<file path="src/rtl/framed_shiftregister_if.sv">
// Handshake and data bundle between the protocol logic (master) and the
// framed shift register (slave).
interface framed_shiftregister_if #(
  parameter int width    = 8,
  parameter int cntWidth = $clog2(width + 1)
);
  logic                peripheralClkEdge;
  logic                parallelLoad;
  logic                frameStart;
  logic                msbFirst;
  logic [width-1:0]    parallelDataIn;
  logic                serialDataIn;
  logic [width-1:0]    parallelDataOut;
  logic                serialDataOut;
  logic                busy;
  logic                frameDone;
  logic [cntWidth-1:0] bitCount;

  modport master (
    output peripheralClkEdge, parallelLoad, frameStart, msbFirst,
           parallelDataIn, serialDataIn,
    input  parallelDataOut, serialDataOut, busy, frameDone, bitCount
  );

  modport slave (
    input  peripheralClkEdge, parallelLoad, frameStart, msbFirst,
           parallelDataIn, serialDataIn,
    output parallelDataOut, serialDataOut, busy, frameDone, bitCount
  );
endinterface

</file>
<file path="src/rtl/framed_shiftregister.sv">
// Direction-selectable shift register with a built-in bit counter that frames
// each transfer and pulses frameDone once exactly width bits have moved.
module framed_shiftregister #(
  parameter int width    = 8,
  parameter int cntWidth = $clog2(width + 1)
) (
  input logic                   clk,
  input logic                   reset,
  framed_shiftregister_if.slave bus
);
  localparam logic [cntWidth-1:0] lastCount = cntWidth'(width - 1);

  logic [width-1:0]    mem;
  logic [cntWidth-1:0] count;
  logic                busy;
  logic                dirMsb;
  logic [width-1:0]    parallelDataOut;
  logic                serialDataOut;
  logic                frameDone;
  logic                shiftEn;
  logic                outBit;

  // A load or start in the same cycle always wins over a shift edge.
  assign shiftEn = busy && bus.peripheralClkEdge && !bus.parallelLoad && !bus.frameStart;
  assign outBit  = dirMsb ? mem[width-1] : mem[0];

  always_ff @(posedge clk) begin
    if (reset) begin
      mem             <= '0;
      count           <= '0;
      busy            <= 1'b0;
      dirMsb          <= 1'b1;
      parallelDataOut <= '0;
      serialDataOut   <= 1'b0;
      frameDone       <= 1'b0;
    end else begin
      // Outputs follow the pre-update contents, one cycle behind mem.
      parallelDataOut <= mem;
      serialDataOut   <= outBit;
      frameDone       <= 1'b0;
      if (bus.parallelLoad) begin
        mem    <= bus.parallelDataIn;
        count  <= '0;
        busy   <= 1'b1;
        dirMsb <= bus.msbFirst;
      end else if (bus.frameStart) begin
        count  <= '0;
        busy   <= 1'b1;
        dirMsb <= bus.msbFirst;
      end else if (shiftEn) begin
        if (dirMsb) begin
          mem <= {mem[width-2:0], bus.serialDataIn};
        end else begin
          mem <= {bus.serialDataIn, mem[width-1:1]};
        end
        count <= count + cntWidth'(1);
        if (count == lastCount) begin
          busy      <= 1'b0;
          frameDone <= 1'b1;
        end
      end
    end
  end

  assign bus.parallelDataOut = parallelDataOut;
  assign bus.serialDataOut   = serialDataOut;
  assign bus.busy            = busy;
  assign bus.frameDone       = frameDone;
  assign bus.bitCount        = count;
endmodule

</file>
<file path="src/flat_wrapper.sv">
// flat-port wrapper written by rule: the top's interface ports become plain ports
module framed_shiftregister_flat 
#(
  parameter int width    = 8,
  parameter int cntWidth = $clog2(width + 1)
)
  (clk, reset, bus_peripheralClkEdge, bus_parallelLoad, bus_frameStart, bus_msbFirst, bus_parallelDataIn, bus_serialDataIn, bus_parallelDataOut, bus_serialDataOut, bus_busy, bus_frameDone, bus_bitCount);
  framed_shiftregister_if #(.width(width), .cntWidth(cntWidth)) bus_i ();
  input logic clk;
  input logic reset;
  input wire logic [$bits(bus_i.peripheralClkEdge)-1:0] bus_peripheralClkEdge;
  input wire logic [$bits(bus_i.parallelLoad)-1:0] bus_parallelLoad;
  input wire logic [$bits(bus_i.frameStart)-1:0] bus_frameStart;
  input wire logic [$bits(bus_i.msbFirst)-1:0] bus_msbFirst;
  input wire logic [$bits(bus_i.parallelDataIn)-1:0] bus_parallelDataIn;
  input wire logic [$bits(bus_i.serialDataIn)-1:0] bus_serialDataIn;
  output wire logic [$bits(bus_i.parallelDataOut)-1:0] bus_parallelDataOut;
  output wire logic [$bits(bus_i.serialDataOut)-1:0] bus_serialDataOut;
  output wire logic [$bits(bus_i.busy)-1:0] bus_busy;
  output wire logic [$bits(bus_i.frameDone)-1:0] bus_frameDone;
  output wire logic [$bits(bus_i.bitCount)-1:0] bus_bitCount;
  assign bus_i.peripheralClkEdge = bus_peripheralClkEdge;
  assign bus_i.parallelLoad = bus_parallelLoad;
  assign bus_i.frameStart = bus_frameStart;
  assign bus_i.msbFirst = bus_msbFirst;
  assign bus_i.parallelDataIn = bus_parallelDataIn;
  assign bus_i.serialDataIn = bus_serialDataIn;
  assign bus_parallelDataOut = bus_i.parallelDataOut;
  assign bus_serialDataOut = bus_i.serialDataOut;
  assign bus_busy = bus_i.busy;
  assign bus_frameDone = bus_i.frameDone;
  assign bus_bitCount = bus_i.bitCount;
  framed_shiftregister #(.width(width), .cntWidth(cntWidth)) u_core (.clk(clk), .reset(reset), .bus(bus_i));
endmodule
</file>
<file path="config.mk">
export PLATFORM = sky130hd
export DESIGN_NAME = framed_shiftregister_flat
export DESIGN_NICKNAME = d
export VERILOG_FILES = /design/src/rtl/framed_shiftregister_if.sv /design/src/rtl/framed_shiftregister.sv /design/src/flat_wrapper.sv
export SDC_FILE = /design/constraint.sdc
export NUM_CORES = 1
export LEC_CHECK = 0
export CORE_MARGIN = 10
export CORE_UTILIZATION = 40
export CTS_CLUSTER_SIZE = 8
export DETAILED_ROUTE_END_ITERATION = 12
export HOLD_SLACK_MARGIN = 0.02
export PLACE_DENSITY = 0.7
export SETUP_SLACK_MARGIN = 0.05
export SLEW_MARGIN = 20
export SYNTH_ARGS = -nofsm -noshare
export SYNTH_HDL_FRONTEND = slang
export SYNTH_SLANG_ARGS = --single-unit
</file>
<file path="constraint.sdc">
create_clock -name clk -period 1.3 [get_ports clk]
set_input_delay 0.195 -clock clk [delete_from_list [all_inputs] [get_ports clk]]
set_output_delay 0.195 -clock clk [all_outputs]
set_load 0.02 [all_outputs]
</file>
==> impl_metrics.tcl <==
set metrics [dict create \
    crit_buf_inv 1 \
    drtIter0Drc 27 \
    start_util_pct 42.73 \
    die_h_um 69.08 \
    tns_ns 0 \
    slowest_stage "dfxtp_2" \
    root_buffer "clkbuf_4" \
    path_cells "clkdlybuf4s15_1" \
    rrSetupSlack_ns 0.11 \
    coreArea_sq_um 2255 \
    fin_cells 155 \
    post-route-drc-count 0 \
    portBuffers 29 \
    grt_start_max_net_pins 14 \
    cpPeakStageDelay_ns 0.38 \
    ys_types 21 \
    fin_crit_sh_pct 92.98 \
    crit_path_start_kind "flop" \
    finClkSkew_ns 0.005745 \
    routed_wl_um 2327 \
    ir_drop_mv 0.5730 \
    first_global_vias 838 \
    synthCells 90 \
    yosys_register_bits 24 \
    drv_cap 0 \
    wire_per_inst_um 15.01 \
    rr_endpoint "u_core.mem[6]$_SDFFE_PP0P_" \
    hold_path_end "u_core.bus.bitCount[1]$_SDFFE_PP0P_" \
    worst_pin_slew_ns 0.2883 \
    critPathRequiredTime_ns 1.11 \
    antenna_cells 0 \
    setup_viol 0 \
    crit_cells 1 \
    grt_setup_unrepaired "no" \
    syn_area_sq_um 963.4 \
    status "complete, no violations" \
    nNetsFinal 144 \
    powerDensity_nw_per_um2 1017 \
    worstReg2RegStart "u_core.bus.busy$_SDFFE_PP0P_" \
    p_leak_nw 0.6237 \
    clockBufferDepth 2 \
    die-area_sq_um 4771 \
    finalHoldViolations 0 \
    path_class "reg2out" \
    critPathMaxFanout 4 \
    place_inst 151 \
    grt_use_total_pct 9.724 \
    seq_area_frac_synth_pct 49.87 \
    clk_latency_ns 0.31 \
    hold_depth 3 \
    min_from "bus_peripheralClkEdge" \
    path_delay_family "flip-flops" \
    fin_crit_ns 1.209 \
    htree_num_levels 1 \
    area_delta_synth_final_pct 41.69 \
    hp-class "in2reg" \
    antenna_found_initial 0 \
    yosys_warnings 0 \
    synth_nets 106 \
    place_congestion 0.7588 \
    vias_per_cell 5.142 \
    io-pin-count 30 \
    die_w_um 69.08 \
    max_freq_ghz 0.8273 \
    hold_buffers 0 \
    vias 797 \
    clkSinkCount 24 \
    dr.pass1.iters 4 \
    critPathArrivalTime_ns 1.01 \
    drive_gt1_share_pct 16.54 \
    hpwl_um 1800 \
    endpoint_kind "output pin" \
    cts_tree "done" \
    fp-row-count 17 \
    relSlewSlack_pct 80.71 \
    rr_worst_depth 4 \
    numCtsBuffers 3 \
    drv_slew 0 \
    nFillCells 228 \
    grt_pass1_wl_um 4002 \
    syn_avg_cell_area_sq_um 10.70 \
    power_mw 1.388 \
    grt-ovfl-total 0 \
    whs_ns 0.2799 \
    final_antenna_net_count 0 \
    path_clk_slew_ns 0.13 \
]
==> final cells by class <==
cell class	count	area, sq um	area share (%)
sequential	24	486.7	35.66
multi-input combinational	61	450.4	33.00
timing repair buffer	38	356.6	26.12
clock buffer	4	36.28	2.658
tap	28	35.03	2.566
==> Yosys cell counts (all sizes together) <==
library cell	count	share of area, %
or3	2	1.3
buf	5	3.6
nand3b	1	2.1
ha	1	1.3
nand3	3	1.6
a221o	8	8.3
a211o	1	0.91
nand2	3	1.2
nand4b	2	1.8
or2	1	0.65
nor3	9	4.7
nor2b	11	7.9
xor2	2	1.8
o21ai	1	0.52
nor2	4	1.6
a21oi	3	1.6
mux2i	9	9.4
dfxtp	24	50
==> how the worst max path moves through the flow <==
| stage | end | from |
|---|---|---|
| 4_1_cts | bus_bitCount[3] | u_core.bus.bitCount[3]$_SDFFE_PP0P_ |
| 5_1_grt | u_core.mem[2]$_SDFFE_PP0P_ | u_core.bus.busy$_SDFFE_PP0P_ |
| 2_1_floorplan | u_core.mem[0]$_SDFFE_PP0P_ | u_core.bus.busy$_SDFFE_PP0P_ |
| 6_report | bus_busy | u_core.bus.busy$_SDFFE_PP0P_ |
| 3_5_place_dp | u_core.mem[6]$_SDFFE_PP0P_ | bus_parallelLoad |
| 3_3_place_gp | u_core.mem[1]$_SDFFE_PP0P_ | reset |
==> state kept, by name, summed over array words and instances, names as in the netlist <==
name,cells
u_core.bus.serialDataOut,1
u_core.bus.busy,1
u_core.bus.frameDone,1
u_core.mem,8
u_core.bus.bitCount,4
u_core.bus.parallelDataOut,8
u_core.dirMsb,1
==> metal layers <==
layer  vias up  part of all wire, %  global-route usage (%)
met2        19                   47                   15.52
li1        401                    -                       -
met1       375                   47                   11.59
met5         -                    0                       0
met3         2                  5.4                   2.853
met4         0                 0.52                   4.435
==> cells in the final DEF (no fill, tap or decap) <==
| master | instances |
|---|---|
| nor2_1 | 4 |
| nand4b_1 | 2 |
| clkdlybuf4s50_1 | 13 |
| clkbuf_2 | 1 |
| dfxtp_2 | 2 |
| nor2b_1 | 10 |
| a211o_1 | 1 |
| or2_4 | 1 |
| nand2_1 | 3 |
| nand3b_4 | 1 |
| a21oi_1 | 3 |
| dlygate4sd2_1 | 10 |
| clkdlybuf4s15_1 | 3 |
| clkbuf_4 | 3 |
| clkdlybuf4s15_2 | 1 |
| buf_12 | 1 |
| ha_1 | 1 |
| buf_4 | 8 |
| mux2i_1 | 9 |
| nor3_1 | 9 |
| nand3_1 | 3 |
| dfxtp_1 | 21 |
| clkbuf_8 | 1 |
| nor2b_4 | 1 |
| a221o_1 | 8 |
| o21ai_0 | 1 |
| xor2_1 | 2 |
| dfxtp_4 | 1 |
| or3_1 | 2 |
| dlymetal6s2s_1 | 1 |
==> repair_timing <==
action,in CTS,in global routing
setup endpoints to repair,23,12
gates resized for setup,19,8
buffers inserted,0,0
==> cells by family (layout without fill, tap and decap cells) <==
logic type               after synthesis  after routing  synth area share (%)
XOR/XNOR                               2              2                 1.819
buffers and inverters                  5             42                 3.636
adder cells (fa/ha/maj)                1              1                 1.298
AO/OA/AOI/OAI                         13             13                 11.30
AND/OR/NAND/NOR                       36             36                 22.73
multiplexers                           9              9                 9.351
flip-flops                            24             24                 49.87
==> worst min-delay path, cell delays in order <==
cell	delay [ns]
dlymetal6s2s_1	0.19
nand3_1	0.12
a21oi_1	0.06
==> power breakdown <==
group / switching, mW / internal, mW
Sequential: 0.0295 / 0.768
Clock: 0.219 / 0.171
Combinational: 0.0843 / 0.116
Total: 0.333 / 1.05
==> per-stage QoR <==
step / area, sq um / setup WS, ns / util (%)
after floorplan: 964.7 / 0.08753 / -
after global placement: 1335 / -0.2074 / 59.21
after detailed placement: 1335 / -0.2451 / 59.21
after CTS: 1358 / 0.003280 / 60.21
after global routing: 1365 / 0.05773 / 60.54
final: 1365 / 0.09126 / 60.54
(Power assumes the default switching activity.)
